### src/rtl/subtract_arbiter.sv
// Round-robin sharing of one I/Q subtractor between two request channels.
// Tags ride a latency-matched pipeline; results are returned through held response ports.
module subtract_arbiter #(
    parameter int unsigned SUB_LATENCY = 1,
    parameter int unsigned HOLDOFF     = 2
) (
    input  logic        M100CLK,
    input  logic        reset,
    input  logic        req0_valid,
    input  logic        req1_valid,
    output logic        req0_ready,
    output logic        req1_ready,
    input  logic [31:0] req0_i,
    input  logic [31:0] req1_i,
    input  logic [31:0] req0_q,
    input  logic [31:0] req1_q,
    output logic        rsp0_valid,
    output logic        rsp1_valid,
    input  logic        rsp0_ready,
    input  logic        rsp1_ready,
    output logic [31:0] rsp0_data,
    output logic [31:0] rsp1_data,
    output logic [31:0] sub_i,
    output logic [31:0] sub_q,
    input  logic [31:0] sub_sum,
    output logic        busy
);

    localparam int unsigned TagDepth = SUB_LATENCY + 1;
    localparam int unsigned HoldW    = (HOLDOFF > 0) ? $clog2(HOLDOFF + 1) : 1;

    typedef enum logic [1:0] {
        StIdle,
        StWait,
        StHold
    } ch_state_e;

    typedef struct packed {
        logic vld;
        logic ch;
    } tag_t;

    logic [1:0]       req_valid;
    logic [1:0]       rsp_ready;
    logic [HoldW-1:0] hold_cnt_q;
    logic [HoldW-1:0] hold_cnt_d;
    logic             hold_done;
    ch_state_e        state_q [2];
    ch_state_e        state_d [2];
    logic [1:0]       elig;
    logic             grant_vld;
    logic             grant_ch;
    logic             last_grant_q;
    tag_t             tag_q [TagDepth];
    tag_t             tag_exit;
    logic [1:0]       capture;
    logic [1:0]       consume;
    logic [1:0]       rsp_valid_q;
    logic [31:0]      rsp_data_q [2];
    logic [31:0]      sub_i_q;
    logic [31:0]      sub_q_q;

    assign req_valid = {req1_valid, req0_valid};
    assign rsp_ready = {rsp1_ready, rsp0_ready};

    // Holdoff masks grants while the subtractor's own registered reset settles.
    assign hold_done = (hold_cnt_q == '0);

    always_comb begin
        hold_cnt_d = hold_cnt_q;
        if (!hold_done) begin
            hold_cnt_d = hold_cnt_q - HoldW'(1);
        end
    end

    always_ff @(posedge M100CLK or posedge reset) begin
        if (reset) begin
            hold_cnt_q <= HoldW'(HOLDOFF);
        end else begin
            hold_cnt_q <= hold_cnt_d;
        end
    end

    assign elig[0] = req_valid[0] && (state_q[0] == StIdle) && hold_done;
    assign elig[1] = req_valid[1] && (state_q[1] == StIdle) && hold_done;

    always_comb begin
        grant_vld = |elig;
        grant_ch  = elig[1];
        if (&elig) begin
            grant_ch = ~last_grant_q;
        end
    end

    assign req0_ready = grant_vld & ~grant_ch;
    assign req1_ready = grant_vld & grant_ch;

    always_ff @(posedge M100CLK or posedge reset) begin
        if (reset) begin
            last_grant_q <= 1'b1;
        end else if (grant_vld) begin
            last_grant_q <= grant_ch;
        end
    end

    always_ff @(posedge M100CLK or posedge reset) begin
        if (reset) begin
            sub_i_q <= '0;
            sub_q_q <= '0;
        end else if (grant_vld) begin
            sub_i_q <= grant_ch ? req1_i : req0_i;
            sub_q_q <= grant_ch ? req1_q : req0_q;
        end
    end

    assign sub_i = sub_i_q;
    assign sub_q = sub_q_q;

    // The last stage lines up with the cycle in which sub_sum holds this tag's result.
    assign tag_exit = tag_q[SUB_LATENCY];

    always_ff @(posedge M100CLK or posedge reset) begin
        if (reset) begin
            for (int k = 0; k < TagDepth; k++) begin
                tag_q[k] <= '0;
            end
        end else begin
            tag_q[0] <= '{vld: grant_vld, ch: grant_ch};
            for (int k = 1; k < TagDepth; k++) begin
                tag_q[k] <= tag_q[k-1];
            end
        end
    end

    always_comb begin
        state_d = state_q;
        capture = '0;
        consume = '0;
        for (int n = 0; n < 2; n++) begin
            unique case (state_q[n])
                StIdle: begin
                    if (grant_vld && (grant_ch == 1'(n))) begin
                        state_d[n] = StWait;
                    end
                end
                StWait: begin
                    if (tag_exit.vld && (tag_exit.ch == 1'(n))) begin
                        state_d[n] = StHold;
                        capture[n] = 1'b1;
                    end
                end
                StHold: begin
                    if (rsp_ready[n]) begin
                        state_d[n] = StIdle;
                        consume[n] = 1'b1;
                    end
                end
                default: state_d[n] = StIdle;
            endcase
        end
    end

    always_ff @(posedge M100CLK or posedge reset) begin
        if (reset) begin
            state_q[0] <= StIdle;
            state_q[1] <= StIdle;
        end else begin
            state_q <= state_d;
        end
    end

    always_ff @(posedge M100CLK or posedge reset) begin
        if (reset) begin
            rsp_valid_q   <= '0;
            rsp_data_q[0] <= '0;
            rsp_data_q[1] <= '0;
        end else begin
            for (int n = 0; n < 2; n++) begin
                if (capture[n]) begin
                    rsp_valid_q[n] <= 1'b1;
                    rsp_data_q[n]  <= sub_sum;
                end else if (consume[n]) begin
                    rsp_valid_q[n] <= 1'b0;
                end
            end
        end
    end

    assign rsp0_valid = rsp_valid_q[0];
    assign rsp1_valid = rsp_valid_q[1];
    assign rsp0_data  = rsp_data_q[0];
    assign rsp1_data  = rsp_data_q[1];

    assign busy = !hold_done || (state_q[0] != StIdle) || (state_q[1] != StIdle);

    a_no_grant_in_holdoff: assert property (@(posedge M100CLK) disable iff (reset)
        !hold_done |-> !grant_vld);

    a_exit_hits_waiting: assert property (@(posedge M100CLK) disable iff (reset)
        tag_exit.vld |-> (state_q[tag_exit.ch] == StWait));

    a_rsp0_tracks_hold: assert property (@(posedge M100CLK) disable iff (reset)
        rsp_valid_q[0] == (state_q[0] == StHold));

    a_rsp1_tracks_hold: assert property (@(posedge M100CLK) disable iff (reset)
        rsp_valid_q[1] == (state_q[1] == StHold));

endmodule

### config.mk
export PLATFORM = sky130hd
export DESIGN_NAME = subtract_arbiter
export DESIGN_NICKNAME = d
export VERILOG_FILES = /design/src/rtl/subtract_arbiter.sv
export SDC_FILE = /design/constraint.sdc
export NUM_CORES = 1
export LEC_CHECK = 0
export ABC_AREA = 1
export CAP_MARGIN = 30
export CORE_MARGIN = 8
export CORE_UTILIZATION = 45
export DETAILED_ROUTE_END_ITERATION = 8
export GPL_ROUTABILITY_DRIVEN = 0
export MAX_ROUTING_LAYER = met4
export PLACE_DENSITY = 0.87
export SYNTH_ARGS = -nofsm -noshare
export SYNTH_HDL_FRONTEND = slang
export SYNTH_SLANG_ARGS = --single-unit
### constraint.sdc
create_clock -name M100CLK -period 7.7 [get_ports M100CLK]
set_input_delay 1.54 -clock M100CLK [delete_from_list [all_inputs] [get_ports M100CLK]]
set_output_delay 1.54 -clock M100CLK [all_outputs]
set_load 0.01 [all_outputs]
==> impl_metrics.tcl, run 1 <==
set metrics [dict create \
    worstSkewPairLatency_ns 0.41 \
    whs_ns 0.351 \
    place_area_sq_um 9390 \
    first_pass_iters 5 \
    path_cells "clkdlybuf4s50_1, nand3_4, nand2_4, nand2_1, inv_1, clkdlybuf4s50_1" \
    start_util_pct 45.9 \
    seq_area_frac_synth_pct 55.4 \
    max_freq_mhz 217 \
    max-cap-violations 0 \
    worstPathMaxFanout 10 \
    wl_um 22500 \
    via_count 6269 \
    multi_input_area_sq_um 2150 \
    critPathLaunchType "primary input" \
    syn_inst 783 \
    rsz0062_at_grt "false" \
    synthSimpleGateAreaFrac_pct 27.6 \
    layout_setup_ws_ns 3.08 \
    setup_tns_ns 0 \
    synth_fa_ha_area_share_pct 0.196 \
    synth_mux_area_share_pct 0 \
    pre_cts_slack_ns 3.08 \
    fp.coreArea_sq_um 13900 \
    final_cell_mix "clkdlybuf4s50_1, nand2_1, dfrtp_1" \
    p_leak_nw 4.86 \
    dp_hpwl_um 16200 \
    power_frac_clock_pct 21.5 \
    arrival_ns 3.08 \
    min_path_type "flip-flop to flip-flop" \
    synth_area_per_cell_sq_um 8.14 \
    cts_tree "yes" \
    outcome "finished clean" \
    die_area_sq_um 18200 \
    synth_top_family_by_area "simple AND/OR/NAND/NOR gates" \
    synth_fp_nets 950 \
    cts.hold.buffers_added 0 \
    critPathMaxStageDelay_ns 0.54 \
    crit_required_ns 6.16 \
    worst_pin_slew_ns 0.801 \
    vias_per_cell 5.01 \
    ir_drop_uv 320 \
    power_frac_comb_pct 46.1 \
    drive_above_1_share_pct 5.32 \
    netlist_area_sq_um 6370 \
    ant_nets 0 \
    clkSinkCount 141 \
    endpoint_kind "primary output" \
    io_buffers 298 \
    finalNonFillerCells 1252 \
    final_common_cell "clkdlybuf4s50_1" \
    worstSetupPathType "primary input to primary output" \
    yosysTopAreaCell "dfrtp_1" \
    diodes 0 \
    clk_path_buf_depth 2 \
    ys_warn_count 0 \
    final_hold_viol_count 0 \
    grt_pass1_wl_um 34800 \
    wl_per_cell_um 18.0 \
    synth_cell_type_count 22 \
    finalSetupViolCount 0 \
    seq_area_sq_um 3530 \
    fp.dieH_um 135 \
    overflow 0 \
    postLayoutCellArea_sq_um 10000 \
    htreeDepth 4 \
    fillerInstances 1047 \
    drv_slew 0 \
    drc 0 \
    num-nets-final 1226 \
    rows 43 \
    fin_worst_skew_ns 0.00835 \
    synth-compound-area-share_pct 5.62 \
    power_switching_share_pct 36.3 \
    grt_pass1_vias 6275 \
    synth_xor_area_share_pct 0.137 \
    syn2layout_area_growth_pct 57.2 \
    die-width_um 135 \
    clk_transition_reported_paths_ns 0.06 \
    crit_top_cell "clkdlybuf4s50_1" \
    initialDrtViolationCount 457 \
    fin_crit_ns 4.62 \
    ctsResizeCount 0 \
    seqPwrFrac_pct 32.3 \
    ios 299 \
    synth_top_area_share_pct 54.6 \
    cts_made_buffers 17 \
    dp_cells 1220 \
    p_sw_w 0.00145 \
    post_cts_buffers 0 \
    grt.total_usage_pct 25.2 \
    final.period_utilization_pct 60.0 \
    synthTopCellsByArea "dfrtp_1, nand2_1, nand3_1" \
    relSlewSlack_pct 46.6 \
    p_int_w 0.00255 \
    cts-root-buf "clkbuf_16" \
    cp_slowest_cell "clkdlybuf4s50_1" \
    grt_start_max_net_pins 89 \
    powerDensity_nw_per_um2 399 \
    antenna_found_initial 0 \
    synth-seq-cells 141 \
]
## worst max-delay path: cells and delay by family
kind / cells / cell delay, ns
buffers and inverters: 3 / 1.13
AND/OR/NAND/NOR: 3 / 0.42
## metrics by stage
stage	utilization [%]	power, W
2_1_floorplan	-	0.00215
3_3_place_gp	67.4	0.00308
3_5_place_dp	67.7	0.00316
4_1_cts	72.1	0.00403
5_1_grt	72.1	0.00425
6_report	72.1	0.00400
## cell usage after synthesis
master and instances:
inv_2 2, clkbuf_1 6, nand2_2 3, ha_1 1, dfstp_2 2, nand2_4 1
buf_4 6, nand3_1 137, nand3_4 1, dfrtp_1 139, nand2_1 203, o31ai_1 1
buf_2 32, o21ai_1 6, o21ai_0 64, inv_1 109, nor2_4 2, buf_6 5
xnor2_1 1, nand3_2 1, nor2_2 2, nor2_1 59
## power groups by stage
stage / sequential, W / clock [W] / combinational, W
after floorplan: 0.00145 / 0 / 0.000698
after global placement: 0.00128 / 0 / 0.00179
after detailed placement: 0.00130 / 0 / 0.00186
after CTS: 0.00129 / 0.000873 / 0.00187
after global routing: 0.00133 / 0.000909 / 0.00201
final: 0.00129 / 0.000860 / 0.00185
## registers in the layout, summed over array words and instances (netlist names)
name,cells
tag_exit,2
last_grant_q,1
rsp0_data,32
sub_i,32
state_q,4
hold_cnt_q,2
sub_q,32
rsp1_data,32
tag_q,2
rsp_valid_q,2
## cells by family after synthesis
kind of cell / count (synthesis)
compound gates: 71
simple gates: 409
buf+inv: 160
flops: 141
xor+xnor: 1
fa+ha+maj: 1
## routing by layer
| metal | up-vias | wire length, um | GRT usage [%] |
|---|---|---|---|
| met5 | - | 0 | - |
| met4 | 0 | 908 | 11.8 |
| met3 | 53 | 1380 | 5.05 |
| met2 | 274 | 11600 | 42.2 |
| met1 | 2955 | 8630 | 28.6 |
| li1 | 2987 | - | - |
## path summary, 6_finish.rpt
path | from | to | slack, ns | depth (start not counted)
max in group asynchronous | reset | rsp0_data[17] | 4.80 | 3
min reg2reg | tag_q[3] | tag_exit[1] | 0.35 | 0
min in group asynchronous | reset | rsp0_data[29] | 1.67 | 2
max | req1_valid | req0_ready | 3.08 | 6
min | tag_q[3] | tag_exit[1] | 0.35 | 0
max reg2reg | hold_cnt_q[1] | sub_q[18] | 5.50 | 9
## final cells by class
type                       instances  area share (%)
clock buffer                      17            4.25
inverter                         111            4.21
sequential                       141            35.3
clock inverter                    15            1.95
multi-input combinational        482            21.5
tap                              180            2.25
timing repair buffer             306            30.6
Note: power is estimated with default switching activity, not from simulation.
==> run 2: changes to the inputs <==
Settings changed: CORE_UTILIZATION 45 to 37, PLACE_DENSITY 0.87 to 0.76.
Clock period 7.7 ns to 4.09 ns, I/O delays scaled along.
==> run 2 against run 1 <==
Non-clock buffer count is 1 higher. Hold slack better by 0.0050 ns. Sequential share of layout area is 0.11 points lower. First-iteration DRC count is 19% lower. Sequential cell count stayed put. Clock-buffer cell count stayed put. Utilization is 13 points lower. Global-route usage is 4.9 points lower.
==> impl_metrics.tcl, run 2 (synthesized netlist as in run 1, its figures left out) <==
set metrics [dict create \
    outcome "finished clean" \
    whs_ns 0.356 \
    syn2layout_area_growth_pct 57.7 \
    drv_slew 0 \
    cts_tree "yes" \
    use_met2_pct 33.6 \
    fin_worst_skew_ns 0.00944 \
    cts-root-buf "clkbuf_16" \
    min_path_type "flip-flop to flip-flop" \
    ir_drop_uv 530 \
    ant_nets 0 \
    finalNonFillerCells 1298 \
    initialDrtViolationCount 372 \
    via_count 6085 \
    grtUsageMet3_pct 4.31 \
    start_util_pct 37.4 \
    rrSetupSlack_ns 1.95 \
    clk_path_buf_depth 2 \
    io_buffers 298 \
    final_hold_viol_count 0 \
    dp_cells 1266 \
    antenna_found_initial 0 \
    grt_pass1_wl_um 34000 \
    worst_pin_slew_ns 0.753 \
    setup_tns_ns 0 \
    ctsResizeCount 0 \
    finalSetupViolCount 0 \
    first_pass_iters 5 \
    grt-busiest-layer "met2" \
    cts_made_buffers 17 \
    vias_per_cell 4.69 \
    clk_transition_reported_paths_ns 0.07 \
    fp.coreArea_sq_um 17100 \
    rsz0062_at_grt "false" \
    die_area_sq_um 21700 \
    max_freq_mhz 315 \
    grt_start_max_net_pins 80 \
    grt_pass1_vias 6120 \
    max-cap-violations 0 \
    final.period_utilization_pct 77.6 \
    grt.total_usage_pct 20.3 \
    ios 299 \
    worstSkewPairLatency_ns 0.42 \
    die-width_um 147 \
    grt_util_met1_pct 23.5 \
    powerDensity_nw_per_um2 737 \
    drc 0 \
    final_cell_mix "clkdlybuf4s50_1, nand2_1, dfrtp_1" \
    arrival_ns 2.36 \
    overflow 0 \
    worstSetupPathType "primary input to primary output" \
    fp.dieH_um 147 \
    p_leak_nw 4.85 \
    fillerInstances 1531 \
    wl_um 21400 \
    dp_hpwl_um 15300 \
    critPathLaunchType "primary input" \
    rows 48 \
    clkSinkCount 141 \
    min_delay_path_depth 0 \
    wl_per_cell_um 16.5 \
    htreeDepth 4 \
    diodes 0 \
    post_cts_buffers 0 \
    worstPathMaxFanout 10 \
    reg2reg_depth 9 \
    num-nets-final 1227 \
    fin_crit_ns 3.18 \
    final_common_cell "clkdlybuf4s50_1" \
    relSlewSlack_pct 49.8 \
    drive_above_1_share_pct 5.31 \
    crit_required_ns 3.27 \
    cts.hold.buffers_added 0 \
    endpoint_kind "primary output" \
]
run 2: changes by cell type in the layout (fill, tap and decap cells not counted), moves of 2 or more:
cell and change:
bufinv_16 -3, clkinv_2 -4, inv_6 +3, inv_8 +5
clkinv_4 -2
run 2: path summary, 6_finish.rpt:
check	start	endpoint
worst max-delay path	req1_valid	req0_ready
worst min-delay path	tag_q[2]	tag_exit[0]
worst max register to register	hold_cnt_q[1]	sub_q[30]
worst min register to register	tag_q[2]	tag_exit[0]
max in group asynchronous	reset	last_grant_q
min in group asynchronous	reset	rsp1_data[23]
run 2: layout make-up:
cell class	instances	area, sq um	area share (%)
inverters	111	420	4.18
well taps	225	282	2.80
repair buffers	307	3080	30.6
clock buffers	17	425	4.23
multi-input cells	482	2150	21.4
clock inverters	15	168	1.67
flip-flops and latches	141	3530	35.1
run 2: per-stage QoR:
| step | worst slack (ns) | utilization (%) | total power, W | instance area [sq um] |
|---|---|---|---|---|
| 2_1_floorplan | 1.51 | - | 0.00404 | 6380 |
| 3_3_place_gp | 0.939 | 55.4 | 0.00583 | 9450 |
| 3_5_place_dp | 0.906 | 55.4 | 0.00590 | 9450 |
| 4_1_cts | 0.901 | 58.9 | 0.00751 | 10000 |
| 5_1_grt | 0.811 | 58.9 | 0.00792 | 10000 |
| 6_report | 0.914 | 58.9 | 0.00740 | 10000 |
run 2: layer usage:
metal	vias up	wire length, um
met3	38	1130
met4	0	667
li1	2988	-
met5	-	0
met2	229	11000
met1	2830	8620
run 2: power breakdown:
group          internal [W]  leakage (nW)  total, W  switching [W]
clock              0.000874         0.292   0.00156       0.000685
combinational       0.00167          2.83   0.00341        0.00173
sequential          0.00208          1.72   0.00244       0.000360
total               0.00462          4.85   0.00740        0.00278
run 2: worst max-delay path, cell delays in order:
cell	delay (ns)
clkdlybuf4s50_1	0.54
nand3_4	0.15
nand2_4	0.16
nand2_1	0.10
inv_1	0.06
clkdlybuf4s50_1	0.53
==> run 3: changes to the inputs <==
Settings changed: CORE_UTILIZATION 37 to 42, PLACE_DENSITY 0.76 to 0.82.
Clock period 4.09 ns to 3 ns, I/O delays scaled along.
==> run 3 against run 2 <==
Sequential power increased by 36%. Non-clock buffer count increased by 1. First-iteration DRC count decreased by 15%. Largest cell class unchanged. Largest power group unchanged.
==> impl_metrics.tcl, run 3 (synthesized netlist as in run 1, its figures left out) <==
set metrics [dict create \
    cts.hold.buffers_added 0 \
    cts-root-buf "clkbuf_16" \
    cts_made_buffers 17 \
    worstSetupPathType "flip-flop to primary output" \
    arrival_ns 2.24 \
    final.period_utilization_pct 94.6 \
    min_path_type "flip-flop to flip-flop" \
    finalSetupViolCount 0 \
    grt_start_max_net_pins 78 \
    setup_tns_ns 0 \
    final_common_cell "clkdlybuf4s50_1" \
    critPathLaunchType "flip-flop" \
    p_int_w 0.00631 \
    whs_ns 0.350 \
    initialDrtViolationCount 317 \
    final_cell_mix "clkdlybuf4s50_1, nand2_1, dfrtp_1" \
    dp_hpwl_um 15300 \
    via_count 6187 \
    p_leak_nw 4.85 \
    wl_um 21300 \
    critPathMaxStageDelay_ns 0.53 \
    outcome "finished clean" \
    p_sw_w 0.00376 \
    critPathBufInv 4 \
    worstSkewPairLatency_ns 0.42 \
    power_frac_clock_pct 20.5 \
    grt_pass1_vias 6135 \
    syn2layout_area_growth_pct 57.1 \
    min_delay_path_depth 0 \
    crit_required_ns 2.40 \
    worstPathMaxFanout 11 \
    post_cts_buffers 0 \
    max-cap-violations 0 \
    rows 45 \
    final_hold_viol_count 0 \
    vias_per_cell 4.90 \
    worst_pin_slew_ns 0.743 \
    path_cells "inv_1, ha_2, nand2_1, inv_2, nand3_2, nand2_4, nand2_1, inv_1, clkdlybuf4s50_1" \
    postLayoutCellArea_sq_um 10000 \
    drv_slew 0 \
    critPathTopFamily "buffers and inverters" \
    grt_pass1_wl_um 34000 \
    endpoint_kind "primary output" \
    power_switching_share_pct 37.3 \
    relSlewSlack_pct 50.4 \
    num-nets-final 1228 \
    seqPwrFrac_pct 32.9 \
    drive_above_1_share_pct 5.40 \
    io_buffers 298 \
    place_area_sq_um 9430 \
    power_frac_comb_pct 46.6 \
    overflow 0 \
    rsz0062_at_grt "false" \
    holdCritStartpoint "tag_q[3]" \
    cts_tree "yes" \
    clkSinkCount 141 \
    die-width_um 139 \
    first_pass_iters 5 \
    utilization_pct 66.6 \
    r2r-end "sub_q[30]" \
    reg2reg_depth 9 \
    fp.dieH_um 139 \
    fin_crit_ns 2.84 \
    fp.coreArea_sq_um 15000 \
    finalPower_w 0.0101 \
    ir_drop_uv 603 \
    ios 299 \
    fillerInstances 1215 \
    max_freq_mhz 352 \
    powerDensity_nw_per_um2 1010 \
    ant_nets 0 \
    r2r_start "hold_cnt_q[1]" \
    fin_worst_skew_ns 0.00840 \
    grt.total_usage_pct 23.0 \
    start_util_pct 42.4 \
    worst_hold_path.endpoint "tag_exit[1]" \
    wl_per_cell_um 16.9 \
    cp_slowest_cell "clkdlybuf4s50_1" \
    die_area_sq_um 19400 \
    drc 0 \
    clk_path_buf_depth 2 \
    htreeDepth 4 \
    antenna_found_initial 1 \
    rrSetupSlack_ns 0.88 \
    clk_transition_reported_paths_ns 0.06 \
]
[run 3: power groups by stage]
stage	logic, W	registers [W]	clock network [W]
6_report	0.00469	0.00331	0.00207
5_1_grt	0.00513	0.00343	0.00220
4_1_cts	0.00477	0.00331	0.00211
3_5_place_dp	0.00475	0.00333	0
3_3_place_gp	0.00463	0.00329	0
2_1_floorplan	0.00179	0.00372	0
[run 3: stage by stage]
stage               std cells  worst slack (ns)
floorplan                 783             0.639
global placement         1229             0.177
detailed placement       1230             0.161
CTS                      1262            0.0625
global route             1263          0.000713
finish                   1263             0.162
[run 3: layer usage]
layer	vias to the layer above	track usage [%]	routed length [um]
met3	48	4.44	1080
li1	2988	-	-
met2	230	38.0	10900
met4	0	10.6	727
met1	2921	26.6	8580
met5	-	-	0
[run 3: what timing repair did]
item / 4_1_cts / 5_1_grt
pin swaps: 0 / 0
resized for setup: 1 / 1
endpoints found under the setup margin: 1 / 1
[run 3: worst max-delay path by stage]
stage	from	endpoint	slack, ns	cells after the start
2_1_floorplan	reset	hold_cnt_q[0]	0.64	1
3_3_place_gp	req0_valid	req0_ready	0.18	8
3_5_place_dp	req0_valid	req0_ready	0.16	8
4_1_cts	hold_cnt_q[0]	req0_ready	0.06	9
5_1_grt	hold_cnt_q[0]	req0_ready	0.0007	9
6_report	hold_cnt_q[0]	req0_ready	0.16	9
[run 3: cell type report]
class / count / area, sq um / area share (%)
repair buffers: 308 / 3100 / 30.9
multi-input cells: 482 / 2150 / 21.5
inverters: 111 / 420 / 4.20
clock buffers: 18 / 429 / 4.29
clock inverters: 14 / 146 / 1.46
diodes: 1 / 2.50 / 0.0250
well taps: 188 / 235 / 2.35
flip-flops and latches: 141 / 3530 / 35.3
